### src/rtl/restoring_div_ctrl.sv
// Restoring unsigned divider: IDLE/RUN/DONE controller with a one-bit-per-cycle datapath.
// Optional DIV_BY_ZERO_DET_EN short-circuits divisor==0 straight to DONE and raises div_by_zero.
module restoring_div_ctrl #(
  parameter int WIDTH = 8
) (
  input  logic             clk,
  input  logic             rst,
  input  logic             start,
  input  logic [WIDTH-1:0] dividend,
  input  logic [WIDTH-1:0] divisor,
  output logic             busy,
  output logic             done,
  output logic [WIDTH-1:0] quotient,
  output logic [WIDTH-1:0] remainder,
  output logic             div_by_zero
);

  localparam int CW = $clog2(WIDTH + 1);

  typedef enum logic [1:0] {IDLE, RUN, DONE} state_t;

  state_t           state, state_nxt;
  logic [CW-1:0]    count;
  logic [WIDTH:0]   rem_acc;
  logic [WIDTH-1:0] shreg;
  logic [WIDTH-1:0] dsr;
  logic [WIDTH:0]   r_shift;
  logic [WIDTH+1:0] diff;
  logic             borrow;
  logic             accept;
  logic             zero_det;
  logic             dbz_pend;
  logic             unused_msb;

  assign accept     = start && (state != RUN);
  assign busy       = (state == RUN);
  assign r_shift    = {rem_acc[WIDTH-1:0], shreg[WIDTH-1]};
  assign diff       = {1'b0, r_shift} - {2'b00, dsr};
  assign borrow     = diff[WIDTH+1];
  // The partial remainder never exceeds WIDTH bits once stored; its MSB is scratch only.
  assign unused_msb = rem_acc[WIDTH];

`ifdef DIV_BY_ZERO_DET_EN
  assign zero_det = (divisor == '0);
`else
  assign zero_det = 1'b0;
`endif

  always_ff @(posedge clk) begin
    if (rst) state <= IDLE;
    else     state <= state_nxt;
  end

  always_comb begin
    state_nxt = state;
    case (state)
      IDLE: begin
        if (accept) state_nxt = zero_det ? DONE : RUN;
      end
      RUN: begin
        if (count == CW'(1)) state_nxt = DONE;
      end
      DONE: begin
        if (accept) state_nxt = zero_det ? DONE : RUN;
        else        state_nxt = IDLE;
      end
      default: state_nxt = IDLE;
    endcase
  end

  always_ff @(posedge clk) begin
    if (rst) begin
      count       <= '0;
      rem_acc     <= '0;
      shreg       <= '0;
      dsr         <= '0;
      dbz_pend    <= 1'b0;
      done        <= 1'b0;
      quotient    <= '0;
      remainder   <= '0;
      div_by_zero <= 1'b0;
    end else begin
      done <= (state == DONE);
      if (state == DONE) begin
        quotient    <= shreg;
        remainder   <= rem_acc[WIDTH-1:0];
        div_by_zero <= dbz_pend;
      end
      if (accept) begin
        dsr <= divisor;
        if (zero_det) begin
          // Preload the result the full iteration would have produced.
          count    <= '0;
          shreg    <= '1;
          rem_acc  <= {1'b0, dividend};
          dbz_pend <= 1'b1;
        end else begin
          count    <= CW'(WIDTH);
          shreg    <= dividend;
          rem_acc  <= '0;
          dbz_pend <= 1'b0;
        end
      end else if (state == RUN) begin
        shreg   <= {shreg[WIDTH-2:0], ~borrow};
        rem_acc <= borrow ? r_shift : diff[WIDTH:0];
        count   <= count - CW'(1);
      end
    end
  end

endmodule

### config.mk
export PLATFORM = sky130hd
export DESIGN_NAME = restoring_div_ctrl
export DESIGN_NICKNAME = d
export VERILOG_FILES = /design/src/rtl/restoring_div_ctrl.sv
export SDC_FILE = /design/constraint.sdc
export NUM_CORES = 1
export LEC_CHECK = 0
export BUFFER_PORTS_ARGS = -buffer_cell sky130_fd_sc_hd__buf_2
export CAP_MARGIN = 20
export CORE_ASPECT_RATIO = 0.7
export CORE_MARGIN = 1.5
export CORE_UTILIZATION = 45
export DETAILED_ROUTE_END_ITERATION = 12
export GPL_TIMING_DRIVEN = 1
export PLACE_DENSITY = 0.69
export SYNTH_ARGS = -nofsm -noshare
export SYNTH_HDL_FRONTEND = slang
export SYNTH_SLANG_ARGS = --single-unit
### constraint.sdc
create_clock -name clk -period 2 [get_ports clk]
set_input_delay 0.6 -clock clk [delete_from_list [all_inputs] [get_ports clk]]
set_output_delay 0.6 -clock clk [all_outputs]
set_load 0.05 [all_outputs]
==> results.toml, run 1 <==
[run_status]
status = "finished clean"

[sta]
fin_tns_setup_ns = 0
period_needed_ns = 1.89
rsz0062_at_grt = "no"
fin_crit_sh_pct = 94.5
worst_pin_slew_ns = 0.647
slew_viol_final = 0
clock_skew_ns = 0.00460
setup_violations = 0
relSlewSlack_pct = 56.9
finalHoldViolations = 0
clock.fmax_ghz = 0.529

[cells_and_area]
layout-drive-gt1-share_pct = 24.6
areaGrowthSynthToFinish_pct = 21.3
mostFrequentLayoutCell = "nand2_1"
final_cell_mix = "53 x nand2_1, 45 x dfxtp_1, 36 x buf_2"
diodes = 0
final_nets = 350
final_cell_count_no_fill = 390

[clock_tree]
clkTransAtPathRegs_ns = 0.08
hold_buffers = 0
cts_inserted_buffers = 5
insertion_delay_ns = 0.30
cts_tree = "built"
cts_root_buf = "clkbuf_8"
cts_sinks = 47
htreeDepth = 2
clk_path_buf_depth = 2

[yosys]
synth_ff_type = "dfxtp_1"
syn_area_um2 = 2280
synth_warnings = 0
synth_top_area_share_pct = 41.3
synth_area_leaders = "dfxtp_1 41%, nand2_1 8.7%, a21oi_1 7.7%"
seq_area_frac_synth_pct = 41.3
yosys.area.top_type = "dfxtp_1"
ys_seq_elements = 47
ys_types = 46
async_flop_share_pct = 0
synth_area_per_cell_um2 = 8.29
synthCells = 275
syn_nets = 305
synth_edf_count = 0

[power]
pwr-share-clk_pct = 30.4
pwr-share-seq_pct = 44.1
switching_share_pct = 28.9
ir_drop_v = 0.000367
p_per_area_nw_per_um2 = 845
p_comb_share_pct = 25.5
intPower_mw = 1.66
p_leak_nw = 1.16
p_sw_uw = 675

[floorplan]
die-area_um2 = 5510
fp.dieH_um = 62.6
coreArea_um2 = 4830
num_io_pins = 38
die_w_um = 88.1
start_util_pct = 47.2
rows = 21

[critical_path]
critical_path.max_stage_delay_ns = 0.33
end_kind = "flip-flop"
critPathArrivalTime_ns = 2.10
path_max_fanout = 14
cp-start-kind = "flip-flop"
cp_data_required_time_ns = 2.21
crit_chain = "inv_1 -> ha_4 -> nand3_1 -> o221ai_2 -> a31oi_2 -> buf_12 -> or3_1 -> o32ai_1"
critPathSlowestCell = "dfxtp_1"
path_class = "reg2reg"

[detailed_routing]
wl_mm = 5.31
drtIter0Drc = 115
antenna_left = 0
num_vias = 2024
drc = 0
wl_per_cell_um = 13.6
vias_per_cell = 5.19
dr.pass1.iters = 4

[global_route]
grt_max_degree = 24
grt_pass1_wl_mm = 8.65
track_usage_pct = 20.4
antenna_found_initial = 0
grt_pass1_vias = 1768
grt_overflow_total = 0

[job]
maxCapViolations = 0

[placement]
place_inst = 381
dp_hpwl_mm = 3.93
portBuffers = 36
gp_congestion = 0.856

[min_path]
hp-class = "reg2reg"
[sequential cells by signal, indices dropped and copies added (netlist names)]
register / flops
remainder: 8
dsr: 8
state: 2
done: 1
shreg: 8
rem_acc: 8
count: 4
quotient: 8
[critical path: cells and delay by family (launching register included)]
kind | cells | cell delay [ns]
adder cells (fa/ha/maj) | 1 | 0.31
flip-flops | 1 | 0.33
AO/OA/AOI/OAI | 3 | 0.49
buffers and inverters | 2 | 0.26
AND/OR/NAND/NOR | 2 | 0.40
[final cells by class]
class	count	area, µm²
Clock buffer	6	82.6
Multi-Input combinational cell	196	1220
Tap cell	69	86.3
Clock inverter	2	35.0
Fill cell	485	2070
Inverter	14	60.1
Timing Repair Buffer	56	343
Sequential cell	47	943
[final timing paths]
| path | startpoint | end | slack, ns | cells after the start |
|---|---|---|---|---|
| worst max-delay path | dsr[5] | rem_acc[7] | 0.11 | 8 |
| worst min register to register | remainder[3] | remainder[3] | 0.45 | 2 |
| worst min-delay path | remainder[3] | remainder[3] | 0.45 | 2 |
| worst max register to register | dsr[5] | rem_acc[7] | 0.11 | 8 |
[per-stage QoR]
stage | util (%) | worst slack (ns) | hold WS (ns) | cell area, µm² | power (mW)
final | 57.2 | 0.110 | 0.452 | 2770 | 2.34
after global routing | 57.2 | 0.0175 | 0.479 | 2770 | 2.47
after CTS | 56.2 | 0.0668 | 0.456 | 2720 | 2.32
after detailed placement | 53.8 | 0.0878 | 0.445 | 2600 | 1.61
after global placement | 53.8 | 0.111 | 0.439 | 2600 | 1.60
after floorplan | - | 0.106 | 0.436 | 2280 | 1.44
[synthesized netlist by cell type, types with 2 or more instances]
cell type and n:
mux2i_1 10, buf_2 6, dfxtp_1 47, a31oi_1 3, nor2b_1 3, a211oi_1 10
nand3_1 5, or4_1 2, inv_1 13, buf_6 2, nor2_1 18, nor3_1 6
xor2_1 3, nand2b_1 3, a21oi_2 2, clkbuf_1 8, ha_1 10, nand2_1 53
o21ai_0 7, nand4_1 2, xnor2_1 3, a21oi_1 35
[routing by layer]
layer / routed length, µm / global-route usage (%)
met2: 2250 / 27.8
met5: 0 / 0
met4: 42 / 4.69
met1: 2780 / 31.7
met3: 247 / 5.28
[cell families (layout without fill, tap and decap cells)]
family	Yosys count	in the layout	share of synthesized area, %
flops	47	47	41.3
compound gates	67	67	18.4
xor+xnor	6	6	2.30
buf+inv	32	78	7.19
other cells	1	1	0.164
simple gates	101	101	20.0
fa+ha+maj	11	11	6.36
mux	10	10	4.39
[power groups by stage]
stage               sequential [mW]  clock, mW  combinational [mW]
finish                         1.03      0.711               0.596
CTS                            1.03      0.729               0.561
floorplan                      1.04          0               0.400
detailed placement             1.05          0               0.559
global placement               1.05          0               0.550
global route                   1.04      0.778               0.652
[timing repair]
| action | CTS | global route |
|---|---|---|
| endpoints found under the setup margin | 0 | 5 |
| gates resized for setup | 0 | 7 |
| setup buffers | 0 | 1 |
Note: power is estimated with default switching activity, not from simulation.
==> inputs of run 2 (changes only) <==
--- a/config.mk
+++ b/config.mk
@@ -9,10 +9,10 @@
 export CAP_MARGIN = 20
 export CORE_ASPECT_RATIO = 0.7
 export CORE_MARGIN = 1.5
-export CORE_UTILIZATION = 45
+export CORE_UTILIZATION = 55
 export DETAILED_ROUTE_END_ITERATION = 12
 export GPL_TIMING_DRIVEN = 1
-export PLACE_DENSITY = 0.69
+export PLACE_DENSITY = 0.83
 export SYNTH_ARGS = -nofsm -noshare
 export SYNTH_HDL_FRONTEND = slang
 export SYNTH_SLANG_ARGS = --single-unit
==> run 2 against run 1 <==
Hold slack gained 0.0027 ns. Via count grew 1.9%. Sequential share of layout area grew 0.54 points. Count of clock-buffer cells in the layout is the same. Critical path type unchanged.
==> results.toml, run 2 (same netlist as run 1, synthesis figures left out) <==
[run_status]
status = "finished clean"

[power]
p_per_area_nw_per_um2 = 830
p_leak_nw = 1.15
ir_drop_v = 0.000514
report.power.total_mw = 2.26

[sta]
clock_skew_ns = 0.00415
finalHoldViolations = 0
fin_crit_sh_pct = 98.6
period_needed_ns = 1.97
clock.fmax_ghz = 0.507
relSlewSlack_pct = 56.3
layout_setup_ws_ns = 0.0285
worst_pin_slew_ns = 0.656
finalHoldWorstSlack_ns = 0.455
slew_viol_final = 0
setup_violations = 0

[detailed_routing]
wl_per_cell_um = 14.5
routed-wl-met2_mm = 2.42
highest_layer = "met4"
vias_per_cell = 5.50
drc = 0
wl_mm = 5.42
met3_length_um = 349
num_vias = 2063
drtIter0Drc = 137
dr.pass1.iters = 4
antenna_left = 0
met1_length_mm = 2.59

[global_route]
grt_pass1_vias = 1870
antenna_found_initial = 0
grt_pass1_wl_mm = 8.76
grt_overflow_total = 0
grt_max_degree = 20
track_usage_pct = 25.1

[critical_path]
crit_end = "rem_acc[7]"
reg2regPathDepth = 7
critical_path.max_stage_delay_ns = 0.34
critPathSlowestCell = "or3_1"
critPathArrivalTime_ns = 2.18
cp_data_required_time_ns = 2.20
crit_start = "shreg[7]"
cp-start-kind = "flip-flop"
worstReg2RegStart = "shreg[7]"
end_kind = "flip-flop"
worst-path-stages = 7
path_max_fanout = 6
path_class = "reg2reg"
crit_chain = "inv_1 -> ha_1 -> nand2b_1 -> a21oi_2 -> a31oi_4 -> or3_1 -> o32ai_1"
crit_buf_inv = 1
crit_family = "compound AO/OA/AOI/OAI gates"
r2r-end = "rem_acc[7]"
r2r_slack_ns = 0.03

[clock_tree]
cts_root_buf = "clkbuf_8"
clkTransAtPathRegs_ns = 0.09
htreeDepth = 2
cts_inserted_buffers = 5
cts_sinks = 47
hold_buffers = 0
insertion_delay_ns = 0.30
clk_path_buf_depth = 2
cts_tree = "built"

[placement]
gp_congestion = 0.895
place_inst = 363
pre_cts_ws_ns = -0.0310
dp_hpwl_mm = 3.69
portBuffers = 36

[cells_and_area]
layout-drive-gt1-share_pct = 23.8
diodes = 0
final_cell_count_no_fill = 375
mostFrequentLayoutCell = "nand2_1"
n_fill_cell = 339
final_nets = 352
final_cell_mix = "53 x nand2_1, 47 x dfxtp_1, 36 x buf_2"
areaGrowthSynthToFinish_pct = 19.1

[floorplan]
start_util_pct = 57.8
coreArea_um2 = 3950
fp.dieH_um = 56.9
die-area_um2 = 4550
rows = 19
die_w_um = 80.0
num_io_pins = 38

[min_path]
hp-class = "reg2reg"

[job]
maxCapViolations = 0
==> run 2: worst min-delay path by stage <==
stage,startpoint,end,depth (start not counted)
floorplan,dsr[2],dsr[2],2
global placement,quotient[3],quotient[3],2
detailed placement,quotient[3],quotient[3],2
CTS,quotient[3],quotient[3],2
global route,quotient[4],quotient[4],2
finish,remainder[1],remainder[1],2
==> run 2: what timing repair did <==
item,CTS,global route
pin swaps,0,1
setup buffers,0,3
endpoints found under the setup margin,2,3
resized for setup,1,3
gates cloned,0,1
==> run 2: worst register-to-register path, stage by stage, from the launching register on <==
cell,delay (ns)
dfxtp_1,0.33
inv_1,0.05
ha_1,0.22
nand2b_1,0.19
a21oi_2,0.32
a31oi_4,0.17
or3_1,0.34
o32ai_1,0.27
==> run 2: layout make-up <==
type	instances	area [µm²]	share of cell area, %
clock buffer	6	82.6	3.04
clock inverter	2	16.3	0.599
inverter	14	60.1	2.21
multi-input combinational	197	1210	44.7
sequential	47	941	34.6
tap	52	65.1	2.39
timing repair buffer	57	338	12.4
==> run 2: through the flow <==
step                area, µm²  util [%]  setup TNS [ns]
detailed placement       2560      64.8         -0.0590
global route             2720      68.9          -0.103
CTS                      2670      67.5               0
global placement         2560      64.8               0
floorplan                2280         -               0
finish                   2720      68.9               0
==> run 2: power by group <==
part           internal (mW)  switching (mW)  leakage (nW)  total (mW)
registers              0.986          0.0417         0.383        1.03
clock network          0.282           0.329        0.0474       0.611
logic                  0.266           0.352         0.717       0.618
==> run 2: routing by layer <==
layer	up-vias	GRT usage, %
li1	1040	-
met1	958	37.0
met2	56	37.1
met3	9	5.53
met4	0	5.91
met5	-	0
==> inputs of run 3 (changes only) <==
--- a/config.mk
+++ b/config.mk
@@ -5,14 +5,15 @@
 export SDC_FILE = /design/constraint.sdc
 export NUM_CORES = 1
 export LEC_CHECK = 0
+export ABC_AREA = 1
 export BUFFER_PORTS_ARGS = -buffer_cell sky130_fd_sc_hd__buf_2
 export CAP_MARGIN = 20
 export CORE_ASPECT_RATIO = 0.7
 export CORE_MARGIN = 1.5
-export CORE_UTILIZATION = 55
+export CORE_UTILIZATION = 56
 export DETAILED_ROUTE_END_ITERATION = 12
 export GPL_TIMING_DRIVEN = 1
-export PLACE_DENSITY = 0.83
+export PLACE_DENSITY = 0.84
 export SYNTH_ARGS = -nofsm -noshare
 export SYNTH_HDL_FRONTEND = slang
 export SYNTH_SLANG_ARGS = --single-unit
==> run 3 against run 2 <==
Critical path depth increased by 5. Utilization decreased by 2.0 points. Via count increased by 1.5%. Largest power group unchanged. Sequential cell count did not move. Non-clock buffer count fell by 16. Register-to-register slack improved by 0.19 ns. Highest routed layer unchanged. Critical path type unchanged. Count of clock-buffer cells in the layout unchanged. First-iteration DRC count down 23%. Clock power fell by 2%. Clock skew hardly changed. Hold slack improved by 0.0028 ns.
==> results.toml, run 3 <==
[run_status]
status = "finished clean"

[cells_and_area]
diodes = 0
final_nets = 386
areaGrowthSynthToFinish_pct = 13.2
layout-drive-gt1-share_pct = 19.3
mostFrequentLayoutCell = "inv_1"
final_cell_mix = "55 x inv_1, 53 x nand2_1, 47 x dfxtp_1"

[yosys]
synth_ff_type = "dfxtp_1"
syn_nets = 351
async_flop_share_pct = 0
netlist_top_cells_count = "55 x inv_1, 53 x nand2_1, 47 x dfxtp_1, 39 x a21oi_1, 34 x o21ai_0"
synth_area_leaders = "dfxtp_1 40%, inv_1 8.8%, nand2_1 8.5%"
synth_warnings = 0
yosys.area.top_type = "dfxtp_1"
syn_area_um2 = 2340
synth_edf_count = 0
ys_seq_elements = 47
synth_top_area_share_pct = 40.1
synthCells = 321
seq_area_frac_synth_pct = 40.1
synth_area_per_cell_um2 = 7.30
ys_types = 33
yosysMostFrequentCell = "inv_1"

[placement]
dp_hpwl_mm = 3.63
gp_congestion = 0.874
portBuffers = 36

[power]
p_per_area_nw_per_um2 = 816
p_leak_nw = 1.33
ir_drop_v = 0.000550

[critical_path]
crit_buf_inv = 2
critPathArrivalTime_ns = 2.01
critPathSlowestCell = "fa_1"
path_class = "reg2reg"
cp-start-kind = "flip-flop"
crit_chain = "inv_1 -> ha_1 -> fa_1 -> inv_1 -> nand2_1 -> nand2_1 -> nand3b_1 -> nand2_1 -> nand2_1 -> nand3_2 -> nand3_2 -> a21oi_1"
crit_family = "adder cells"
path_common_cell = "nand2_1"
end_kind = "flip-flop"
path_max_fanout = 4
critical_path.max_stage_delay_ns = 0.36
cp_data_required_time_ns = 2.23

[global_route]
grt_pass1_wl_mm = 8.30
antenna_found_initial = 0
grt_overflow_total = 0
grt_pass1_vias = 1864
grt_max_degree = 34
track_usage_pct = 23.3

[detailed_routing]
wl_per_cell_um = 11.9
num_vias = 2094
drc = 0
dr.pass1.iters = 4
antenna_left = 0
drtIter0Drc = 106
vias_per_cell = 5.12
wl_mm = 4.87

[clock_tree]
post-cts-setup-buffers = 0
cts_root_buf = "clkbuf_8"
cts_inserted_buffers = 5
insertion_delay_ns = 0.29
clk_path_buf_depth = 2
cts_sinks = 47
clkTransAtPathRegs_ns = 0.09
hold_buffers = 0
ctsResizeCount = 0
htreeDepth = 2
cts_tree = "built"

[floorplan]
die_w_um = 80.3
rows = 19
die-area_um2 = 4590
fp.dieH_um = 57.1
coreArea_um2 = 3970
num_io_pins = 38
start_util_pct = 59.1

[sta]
slew_viol_final = 0
setup_violations = 0
clock.fmax_ghz = 0.561
period_needed_ns = 1.78
finalHoldViolations = 0
fin_crit_sh_pct = 89.1
fin_tns_setup_ns = 0
finalHoldWorstSlack_ns = 0.457
clock_skew_ns = 0.00379
rsz0062_at_grt = "no"

[min_path]
hp-class = "reg2reg"

[job]
maxCapViolations = 0
## run 3: cell types whose count changed after synthesis, sizes merged, moves of 5 or more
| cell | previous run | this run |
|---|---|---|
| inv | 14 | 58 |
| o21ai | 7 | 44 |
| mux2i | 10 | 0 |
| a211oi | 10 | 1 |
| nand3 | 5 | 12 |
| nor2 | 18 | 23 |
## run 3: worst register-to-register path, cell delays in order (launching register included)
cell	delay, ns
dfxtp_1	0.32
inv_1	0.07
ha_1	0.23
fa_1	0.36
inv_1	0.07
nand2_1	0.08
nand2_1	0.10
nand3b_1	0.12
nand2_1	0.08
nand2_1	0.05
nand3_2	0.07
nand3_2	0.06
a21oi_1	0.11
## run 3: per-stage QoR
stage                     total power, mW  setup slack (ns)  util, %  area (µm²)  instances
after floorplan                      1.49             0.394        -        2340        321
after global placement               1.57             0.257     64.4        2550        401
after detailed placement             1.59             0.253     64.4        2550        401
after CTS                            2.18             0.228     66.8        2650        409
after global routing                 2.31            0.0264     66.8        2650        409
final                                2.17             0.219     66.8        2650        409
## run 3: cell type report
class,count,area (µm²)
Clock inverter,2,16.3
Multi-Input combinational cell,202,1110
Tap cell,52,65.1
Clock buffer,6,82.6
Timing Repair Buffer,41,218
Fill cell,347,1320
Sequential cell,47,941
Inverter,59,221
## run 3: routing by layer
layer | part of all wire (%) | up-vias | global-route usage (%)
li1 | - | 1092 | -
met1 | 48 | 946 | 32.5
met2 | 46 | 54 | 37.2
met3 | 5.5 | 2 | 5.44
met4 | 0.21 | 0 | 4.93
met5 | 0 | - | 0
## run 3: power by group
| part | total, mW | switching (mW) | internal [mW] |
|---|---|---|---|
| logic | 0.562 | 0.368 | 0.194 |
| registers | 1.01 | 0.0237 | 0.984 |
| clock network | 0.596 | 0.314 | 0.282 |
| total | 2.17 | 0.705 | 1.46 |
## run 3: path summary, 6_finish.rpt
| path | slack (ns) | end | start | cells after the start |
|---|---|---|---|---|
| worst max-delay path | 0.22 | rem_acc[6] | shreg[7] | 12 |
| worst min-delay path | 0.46 | dsr[5] | dsr[5] | 2 |
| worst max register to register | 0.22 | rem_acc[6] | shreg[7] | 12 |
| worst min register to register | 0.46 | dsr[5] | dsr[5] | 2 |
## run 3: kinds of logic (layout without fill, tap and decap cells)
kind of cell	after synthesis	after routing	synth area share, %
and+or+nand+nor	99	99	19.6
xor gates and xnor gates	2	2	0.747
buffers and inverters	72	108	12.5
adders and majority gates	11	11	6.19
AOI/OAI and AO/OA	89	89	20.7
DFF	47	47	40.1
other	1	1	0.160
